$ cat config.mk
export PLATFORM = sky130hd
export DESIGN_NAME = shift_display_ctrl
export DESIGN_NICKNAME = d
export VERILOG_FILES = /design/src/rtl/shift_display_ctrl.sv
export SDC_FILE = /design/constraint.sdc
export NUM_CORES = 1
export LEC_CHECK = 0
export BUFFER_PORTS_ARGS = -buffer_cell sky130_fd_sc_hd__buf_2
export CELL_PAD_IN_SITES_DETAIL_PLACEMENT = 1
export CELL_PAD_IN_SITES_GLOBAL_PLACEMENT = 1
export CORE_MARGIN = 1
export CORE_UTILIZATION = 47
export DETAILED_ROUTE_END_ITERATION = 10
export PLACE_DENSITY = 0.83
export SKIP_CTS_REPAIR_TIMING = 1
export SYNTH_ARGS = -nofsm -noshare
export SYNTH_HDL_FRONTEND = slang
export SYNTH_SLANG_ARGS = --single-unit
$ cat constraint.sdc
create_clock -name mclk -period 2.7 [get_ports mclk]
set_clock_uncertainty 0.05 [all_clocks]
set_input_delay 0.135 -clock mclk [delete_from_list [all_inputs] [get_ports mclk]]
set_output_delay 0.135 -clock mclk [all_outputs]
set_load 0.01 [all_outputs]
$ cat src/rtl/shift_display_ctrl.sv
`default_nettype none
// ============================================================================
// Module   : shift_display_ctrl
// Summary  : Debounced-button shift register with a multiplexed hex display.
// Revision : 1.0
// ============================================================================
module shift_display_ctrl #(
    parameter int DATA_W    = 8,
    parameter int SCAN_BITS = 18,
    parameter int DB_COUNT  = 500000
) (
    input  logic                      mclk,
    input  logic                      reset,
    input  logic [DATA_W-1:0]         sw,
    input  logic [3:0]                btn,
    input  logic [$clog2(DATA_W)-1:0] amt,
    output logic [0:6]                seg,
    output logic                      dp,
    output logic [DATA_W/2-1:0]       an,
    output logic [DATA_W-1:0]         shift_q,
    output logic [1:0]                mode_q
);
    localparam int c_AMT_W = $clog2(DATA_W);
    localparam int c_NDIG  = DATA_W / 2;
    localparam int c_DIG_W = $clog2(c_NDIG);
    localparam int c_DB_W  = $clog2(DB_COUNT + 1);
    localparam logic [c_AMT_W:0] c_W_EXT = (c_AMT_W + 1)'(DATA_W);

    typedef enum logic [1:0] {
        MODE_LOG = 2'b00,
        MODE_ROT = 2'b01,
        MODE_ARI = 2'b10
    } mode_t;

    logic [DATA_W-1:0] r_sw_s1, r_sw_s2;
    logic [3:0]        r_btn_s1, r_btn_s2;
    logic [1:0]        r_vld;
    logic [3:0]        w_pulse;

    always_ff @(posedge mclk) begin
        if (reset) begin
            r_sw_s1  <= '0;
            r_sw_s2  <= '0;
            r_btn_s1 <= '0;
            r_btn_s2 <= '0;
            r_vld    <= '0;
        end else begin
            r_sw_s1  <= sw;
            r_sw_s2  <= r_sw_s1;
            r_btn_s1 <= btn;
            r_btn_s2 <= r_btn_s1;
            r_vld    <= {r_vld[0], 1'b1};
        end
    end

    // A button only becomes armed once it has been seen released after reset,
    // so a button held through reset cannot fire until pressed again.
    for (genvar i = 0; i < 4; i++) begin : g_db
        logic [c_DB_W-1:0] r_cnt;
        logic              r_level, r_prev, r_armed, r_pls;

        always_ff @(posedge mclk) begin
            if (reset) begin
                r_cnt   <= '0;
                r_level <= 1'b0;
                r_prev  <= 1'b0;
                r_armed <= 1'b0;
                r_pls   <= 1'b0;
            end else begin
                r_prev <= r_level;
                r_pls  <= r_level & ~r_prev & r_armed;
                if (r_vld[1] && !r_btn_s2[i])
                    r_armed <= 1'b1;
                if (r_btn_s2[i] == r_level) begin
                    r_cnt <= '0;
                end else if (r_cnt == c_DB_W'(DB_COUNT - 1)) begin
                    r_cnt   <= '0;
                    r_level <= r_btn_s2[i];
                end else begin
                    r_cnt <= r_cnt + 1'b1;
                end
            end
        end

        assign w_pulse[i] = r_pls;
    end

    mode_t               r_mode, w_mode_next;
    logic [DATA_W-1:0]   r_shift, w_shift_next;
    logic                r_lost, w_lost_next;
    logic [c_AMT_W-1:0]  w_n;
    logic [DATA_W-1:0]   w_ones, w_rol, w_ror, w_sra;
    logic [2*DATA_W-1:0] w_rol_full, w_ror_full;

    assign w_n        = c_AMT_W'({1'b0, amt} % c_W_EXT);
    assign w_ones     = '1;
    assign w_rol_full = {r_shift, r_shift} << w_n;
    assign w_ror_full = {r_shift, r_shift} >> w_n;
    assign w_rol      = w_rol_full[2*DATA_W-1:DATA_W];
    assign w_ror      = w_ror_full[DATA_W-1:0];
    assign w_sra      = $signed(r_shift) >>> w_n;

    always_ff @(posedge mclk) begin
        if (reset) begin
            r_mode  <= MODE_LOG;
            r_shift <= '0;
            r_lost  <= 1'b0;
        end else begin
            r_mode  <= w_mode_next;
            r_shift <= w_shift_next;
            r_lost  <= w_lost_next;
        end
    end

    // Priority: load > left > right > mode step.
    always_comb begin
        w_mode_next  = r_mode;
        w_shift_next = r_shift;
        w_lost_next  = r_lost;
        if (w_pulse[2]) begin
            w_shift_next = r_sw_s2;
            w_lost_next  = 1'b0;
        end else if (w_pulse[1]) begin
            if (r_mode == MODE_ROT) begin
                w_shift_next = w_rol;
            end else begin
                w_shift_next = r_shift << w_n;
                w_lost_next  = r_lost | (|(r_shift & ~(w_ones >> w_n)));
            end
        end else if (w_pulse[0]) begin
            case (r_mode)
                MODE_ROT: w_shift_next = w_ror;
                MODE_ARI: w_shift_next = w_sra;
                default:  w_shift_next = r_shift >> w_n;
            endcase
            if (r_mode != MODE_ROT)
                w_lost_next = r_lost | (|(r_shift & ~(w_ones << w_n)));
        end else if (w_pulse[3]) begin
            case (r_mode)
                MODE_LOG: w_mode_next = MODE_ROT;
                MODE_ROT: w_mode_next = MODE_ARI;
                default:  w_mode_next = MODE_LOG;
            endcase
        end
    end

    assign shift_q = r_shift;
    assign mode_q  = r_mode;

    logic [SCAN_BITS-1:0] r_pre;
    logic [c_DIG_W-1:0]   r_dig;
    logic [2*DATA_W-1:0]  w_disp;
    logic [3:0]           w_nib;
    logic [0:6]           w_seg, r_seg;
    logic [c_NDIG-1:0]    r_an;
    logic                 r_dp;

    // Digit d shows nibble d of {register, switches}.
    assign w_disp = {r_shift, r_sw_s2};
    assign w_nib  = w_disp[{r_dig, 2'b00} +: 4];

    always_comb begin
        w_seg = 7'b1111111;
        case (w_nib)
            4'h0: w_seg = 7'b0000001;
            4'h1: w_seg = 7'b1001111;
            4'h2: w_seg = 7'b0010010;
            4'h3: w_seg = 7'b0000110;
            4'h4: w_seg = 7'b1001100;
            4'h5: w_seg = 7'b0100100;
            4'h6: w_seg = 7'b0100000;
            4'h7: w_seg = 7'b0001111;
            4'h8: w_seg = 7'b0000000;
            4'h9: w_seg = 7'b0000100;
            4'hA: w_seg = 7'b0001000;
            4'hB: w_seg = 7'b1100000;
            4'hC: w_seg = 7'b0110001;
            4'hD: w_seg = 7'b1000010;
            4'hE: w_seg = 7'b0110000;
            default: w_seg = 7'b0111000;
        endcase
    end

    always_ff @(posedge mclk) begin
        if (reset) begin
            r_pre <= '0;
            r_dig <= '0;
            r_an  <= '1;
            r_seg <= 7'b1111111;
            r_dp  <= 1'b1;
        end else begin
            r_pre <= r_pre + 1'b1;
            if (&r_pre)
                r_dig <= (r_dig == c_DIG_W'(c_NDIG - 1)) ? '0 : r_dig + 1'b1;
            r_an  <= ~(c_NDIG'(1) << r_dig);
            r_seg <= w_seg;
            r_dp  <= ~(r_lost && (r_dig == c_DIG_W'(DATA_W / 4)));
        end
    end

    assign seg = r_seg;
    assign an  = r_an;
    assign dp  = r_dp;

endmodule
`default_nettype wire

==> summary.md, run 1 <==
| Metric | Value |
|---|---|
| Status | finished clean |
| Crit path max fanout | 9 |
| Post-DP HPWL | 12.48 mm |
| Vias in the first global route | roughly 6000 |
| Die width | roughly 130 µm |
| Via-to-Cell Ratio | 5.590 |
| Maximum vdd drop | 471.9 µV |
| Mapped Cells | a little over 800 |
| Main area contributors after synthesis | dfxtp_1 (43%), nor2_1 (6.9%), xor2_1 (6.0%) |
| Area grow syn2layout | 12.77% |
| Pwr dens | 588.8 nW/µm² |
| N_diodes | 0 |
| Worst-Margin Slew | just over 0.7 ns |
| Clk_lat worst skew | roughly 0.43 ns |
| Final setup viols | 0 |
| Seq cells post-synth | 161 |
| Syn Std Cell Area | 7425 µm² |
| Crit path largest cell delay | 0.72 ns |
| MaxCap Viol Count | 0 |
| Area of the core | around 15000 µm² |
| Post-DRT Antenna Nets | 0 |
| CP startpoint kind | flip-flop |
| Fmax | 428.5 MHz |
| Cell family with most CP delay | multiplexers |
| CTS tree | done |
| PortBufs | 38 |
| Fin crit share | 86.43% |
| Global-route wire length before repair | 30.44 mm |
| Vias | 6060 |
| Layout cell share with drive strength beyond 1 | 11.00% |
| Async set-reset flop share out of synthesis | 0% |
| Top_reg_cell synth | dfxtp_1 |
| Initial antenna violation count | 0 |
| Hold/Removal Path Class | in2reg |
| Largest net degree at the start of global routing | 68 |
| Critical path class | reg2reg |
| Die height | approximately 130 µm |
| Top cells by count, synth | dfxtp_1 (161), nor2_1 (137), nand2_1 (53) |
| Minimum clock period | 2.334 ns |
| RSZ-0062 raised after global routing | false |
| Top-count cell post-synth | dfxtp_1 |
| Syn. warnings | 0 |
| DRT iter0 DRCs | 409 |
| Post-synth EDFFs | 0 |
| Row count | 45 |
| # H-tree levels | 4 |
| Syn avg cell area | 8.935 µm² |
| Total congestion overflow | 0 |
| IO Count | 39 |
| Setup crit end kind | flip-flop |
| Cell leakage power | 2.991 nW |
| Worst Path Buf+Inv | 1 |
| Headroom to the max-slew limit | 51.64% |
| DR DRC count | 0 |
| Crit-path cells | mux4_1 -> inv_1 -> ha_1 -> nand2_1 -> o21ai_0 -> mux2_2 -> nand2_1 |
| Post-synth top area share | between 40 and 50% |
| WHS | between 0.15 and 0.2 ns |
| Req. time, crit path | 3.02 ns |
| Final Hold Fails | 0 |
| Critical path arrival | 2.65 ns |
| Synth area leader | dfxtp_1 |
| Fraction of the yosys area taken by sequential cells | 43.41% |
| Mapped Nets | 863 |
| CTS sink count | 161 |
| Reg clk slew, reported paths | about 0.06 ns |
| FILL cells | 1825 |
| Max Root-Sink Buffers | 2 |
| Avg WL per Cell | 17.74 µm |
| Slew Limit Fails | 0 |
| Clk root buf | clkbuf_16 |
| CTS Buf Count | 17 |
| Most used cell, CP | nand2_1 |
| Final TNS setup | 0 ns |
| DIE AREA | 16300 µm² |
| GP Congestion | 0.8640 |
| Fin nets | 892 |
| Drt total wl | ~19 mm |
| Slowest CP cell | mux4_1 |
| Total track usage | 23.60% |
| Initial DRT Pass Iterations | 5 |
| Synth cell types | 64 |
| Starting density of the core | between 40 and 50% |
through the flow:
stage	setup slack (ns)	util (%)	power, W	cell area, µm²	std cells
6_report	0.3664	54.67	0.004930	8373	1084
3_5_place_dp	0.4222	50.15	0.002648	7680	1039
3_3_place_gp	0.5051	50.15	0.002638	7680	1039
4_1_cts	0.3576	53.82	0.004951	8243	1071
5_1_grt	0.2831	54.67	0.005094	8373	1084
2_1_floorplan	0.6938	-	0.002602	7425	831
layer usage:
layer	up-vias	track usage, %	wire (µm)
met1	2981	28.06	7955
met2	149	41.85	9943
met3	33	5.092	961
met4	0	8.651	371
met5	-	0	0
li1	2897	-	-
flip-flops by register name (all words and copies together), names as in the netlist, 2 cells and up:
signal / flops
an: 4
g_db.r_pls: 4
seg: 7
g_db.r_armed: 4
g_db.r_cnt: 76
r_sw_s2: 8
r_sw_s1: 8
r_btn_s2: 4
r_pre: 18
r_btn_s1: 4
r_vld: 2
g_db.r_level: 4
mode_q: 2
shift_q: 8
g_db.r_prev: 4
r_dig: 2
path summary, 6_finish.rpt:
kind,end,slack [ns],cells after the start,from
hold reg to reg,dp,0.35,1,r_lost
hold / removal,shift_q[6],0.18,4,amt[2]
setup reg to reg,seg[3],0.37,7,r_dig[0]
setup / recovery,seg[3],0.37,7,r_dig[0]
where the power goes:
part | leakage [nW] | switching, W | internal [W]
Clock | 0.276 | 0.000992 | 0.00132
Combinational | 1.41 | 0.000107 | 0.0000752
Sequential | 1.31 | 0.0000202 | 0.00241
final cells by class:
cell class	instances	area (µm²)	area share, %
clock inverters	11	102.6	1.225
repair buffers	57	365.4	4.363
flip-flops and latches	161	3223	38.49
inverters	24	90.09	1.076
well taps	211	264.0	3.153
clock buffers	21	460.4	5.499
multi-input cells	599	3867	46.19
logic make-up after synthesis:
| family | after synthesis | share of synthesized area (%) |
|---|---|---|
| and+or+nand+nor | 376 | 24.96 |
| DFF | 161 | 43.41 |
| xor gates and xnor gates | 86 | 10.14 |
| AOI/OAI and AO/OA | 84 | 7.601 |
| buffers and inverters | 71 | 4.499 |
| muxes | 37 | 6.724 |
| adders and majority gates | 16 | 2.663 |
tightest hold or removal path: cells and delay by family:
| kind | cells | cell delay, ns |
|---|---|---|
| buffers and inverters | 1 | 0.20 |
| AOI/OAI and AO/OA | 2 | 0.17 |
| and+or+nand+nor | 1 | 0.09 |
placed cells by master (no fill, tap or decap), types with 4 or more instances in the layout:
cell	synthesis	routed
and4_1	7	7
o221ai_1	8	8
buf_4	4	6
ha_1	15	15
o211ai_1	4	4
mux2i_1	21	21
clkbuf_16	0	17
o22ai_1	5	5
dfxtp_1	161	161
mux2_2	6	6
xnor2_1	35	35
nor3_1	19	19
mux4_2	8	8
buf_2	14	38
and3b_1	4	4
o21ai_0	12	12
clkinv_2	0	4
a21oi_1	22	22
and3_1	14	14
xor2_1	51	51
inv_1	23	23
nor4_1	6	6
a211oi_1	6	6
or2_2	4	4
nor2b_1	39	39
nor2_1	137	137
nand4_1	20	20
nand2b_1	6	6
dlygate4sd3_1	0	13
nand2_1	53	53
a22oi_1	5	5
or3_1	5	5
nand3_1	46	46
Note: power is estimated with default switching activity, not from simulation.
==> run 2: changes to the inputs <==
RECOVER_POWER = 100   (was not set)
SETUP_SLACK_MARGIN = 0.4   (was not set)
clock period = 2.3 ns   (was 2.7 ns; I/O delays follow)
==> run 2 against run 1 <==
Fmax grew 5.2%. Design area grew 3.0%. Clock power grew 22%. Power grew 20%. Cell count grew 1.6%. Wire length grew 4.2%. Via count grew 2.3%. Setup slack lost 0.29 ns. Die area is the same. Hold slack gained 0.078 ns. Largest cell class unchanged. Largest power group unchanged. Highest routed layer unchanged.
==> summary.md, run 2 (synthesis gave the netlist of run 1 again) <==
| Metric | Value |
|---|---|
| Status | finished clean |
| Final Hold Fails | 0 |
| Reg2reg start | shift_q[7] |
| Max Root-Sink Buffers | 2 |
| Layout cell share with drive strength beyond 1 | around 12% |
| Critical path arrival | 2.40 ns |
| MaxCap Viol Count | 0 |
| Maximum vdd drop | 572.2 µV |
| Vias | 6197 |
| Via-to-Cell Ratio | 5.629 |
| Post-DP HPWL | 12.59 mm |
| Most frequent cells in the layout | dfxtp_1 (160), nor2_1 (136), nand2_1 (52) |
| Reg with most FFs | g_db.r_cnt |
| WHS | 0.2560 ns |
| Largest net degree at the start of global routing | 63 |
| Most common cell after layout, fill and taps aside | dfxtp_1 |
| IO Count | 39 |
| # H-tree levels | 4 |
| Clk root buf | clkbuf_16 |
| Clk_lat worst skew | 0.43 ns |
| CTS sink count | roughly 160 |
| Cell leakage power | 3.053 nW |
| GP Congestion | 0.8747 |
| Fin nets | 910 |
| DR DRC count | 0 |
| Final setup viols | 0 |
| Worst reg-to-reg path cell count | 4 |
| CTS tree | done |
| Pwr dens | 688.3 nW/µm² |
| PortBufs | 38 |
| Crit path max fanout | 18 |
| Row count | between 40 and 50 |
| Critical path class | reg2reg |
| Critical path launch point | shift_q[7] |
| RSZ-0062 raised after global routing | true |
| Minimum clock period | 2.219 ns |
| N_diodes | 0 |
| Fmax | 450.6 MHz |
| Total track usage | about a quarter |
| Hold/Removal Path Class | in2reg |
| Reg clk slew, reported paths | 0.06 ns |
| Headroom to the max-slew limit | 51.10% |
| Avg WL per Cell | 18.19 µm |
| Die height | ~130 µm |
| Worst R2R End | seg[6] |
| Initial antenna violation count | 0 |
| Largest regs | g_db.r_cnt x76, r_pre x18 |
| Drt total wl | 20.03 mm |
| DIE AREA | approximately 16000 µm² |
| CTS Buf Count | 17 |
| Fin crit share | a little over nine tenths |
| Reg2Reg Setup Slack | just over 0.08 ns |
| Max reg flops | 76 |
| Req. time, crit path | 2.48 ns |
| DRT iter0 DRCs | 433 |
| Final TNS setup | 0 ns |
| Initial DRT Pass Iterations | 4 |
| Total congestion overflow | 0 |
| Area of the core | approximately 15000 µm² |
| Global-route wire length before repair | a little over 30 mm |
| Setup crit end kind | flip-flop |
| Starting density of the core | roughly 48% |
| Crit path to | seg[6] |
| Worst-Margin Slew | 0.7324 ns |
| Area grow syn2layout | 16.18% |
| Slew Limit Fails | 0 |
| CP startpoint kind | flip-flop |
| Die width | 127.7 µm |
| Vias in the first global route | 6203 |
| Post-DRT Antenna Nets | 0 |
run 2: changes by cell type in the layout (fill, tap and decap cells not counted), moves of 3 or more:
cell	before	now
clkbuf_1	2	22
ha_1	15	12
or2_2	4	1
buf_4	6	17
buf_2	38	24
run 2: per-layer routing:
layer,track usage [%],part of all wire (%)
met5,0,0
met3,4.132,3.9
met1,28.75,43
met4,8.997,3.2
met2,40.66,50
run 2: worst min-delay path by stage:
stage               cells past startpoint             end   start
floorplan                               1  g_db[1].r_prev   reset
global route                            3      shift_q[6]  amt[2]
global placement                        2      r_sw_s1[7]   sw[7]
finish                                  3      shift_q[6]  amt[2]
detailed placement                      2      r_sw_s1[7]   sw[7]
CTS                                     2      r_sw_s1[7]   sw[7]
run 2: through the flow:
| step | util (%) | cells | power, W | setup WS, ns | cell area, µm² |
|---|---|---|---|---|---|
| finish | 56.32 | 1101 | 0.005937 | 0.08082 | 8626 |
| global route | 56.32 | 1101 | 0.006132 | 0.01834 | 8626 |
| CTS | 54.29 | 1077 | 0.005929 | 0.1961 | 8314 |
| detailed placement | 50.47 | 1046 | 0.003113 | 0.2274 | 7730 |
| global placement | 50.47 | 1046 | 0.003100 | 0.3417 | 7730 |
| floorplan | - | 831 | 0.003055 | 0.4055 | 7425 |
run 2: area by class of cell:
type                    instances  area, µm²
fillers                      1788       6689
multi-input cells             601       4001
flip-flops and latches        161       3227
repair buffers                 73      456.7
clock buffers                  22      454.2
well taps                     211      264.0
clock inverters                 9      130.1
inverters                      24      92.59
run 2: power breakdown:
part	internal (W)	switching [W]	total (W)	leakage, nW
combinational	0.0000972	0.000139	0.000236	1.46
clock	0.00173	0.00111	0.00284	0.285
sequential	0.00283	0.0000249	0.00286	1.31
total	0.00466	0.00128	0.00594	3.05
run 2: worst max-delay path: stages, from the launching register on:
cell and delay [ns]:
dfxtp_1 0.79, mux4_2 0.49, mux2_2 0.36, nand2_1 0.11, o311ai_0 0.21
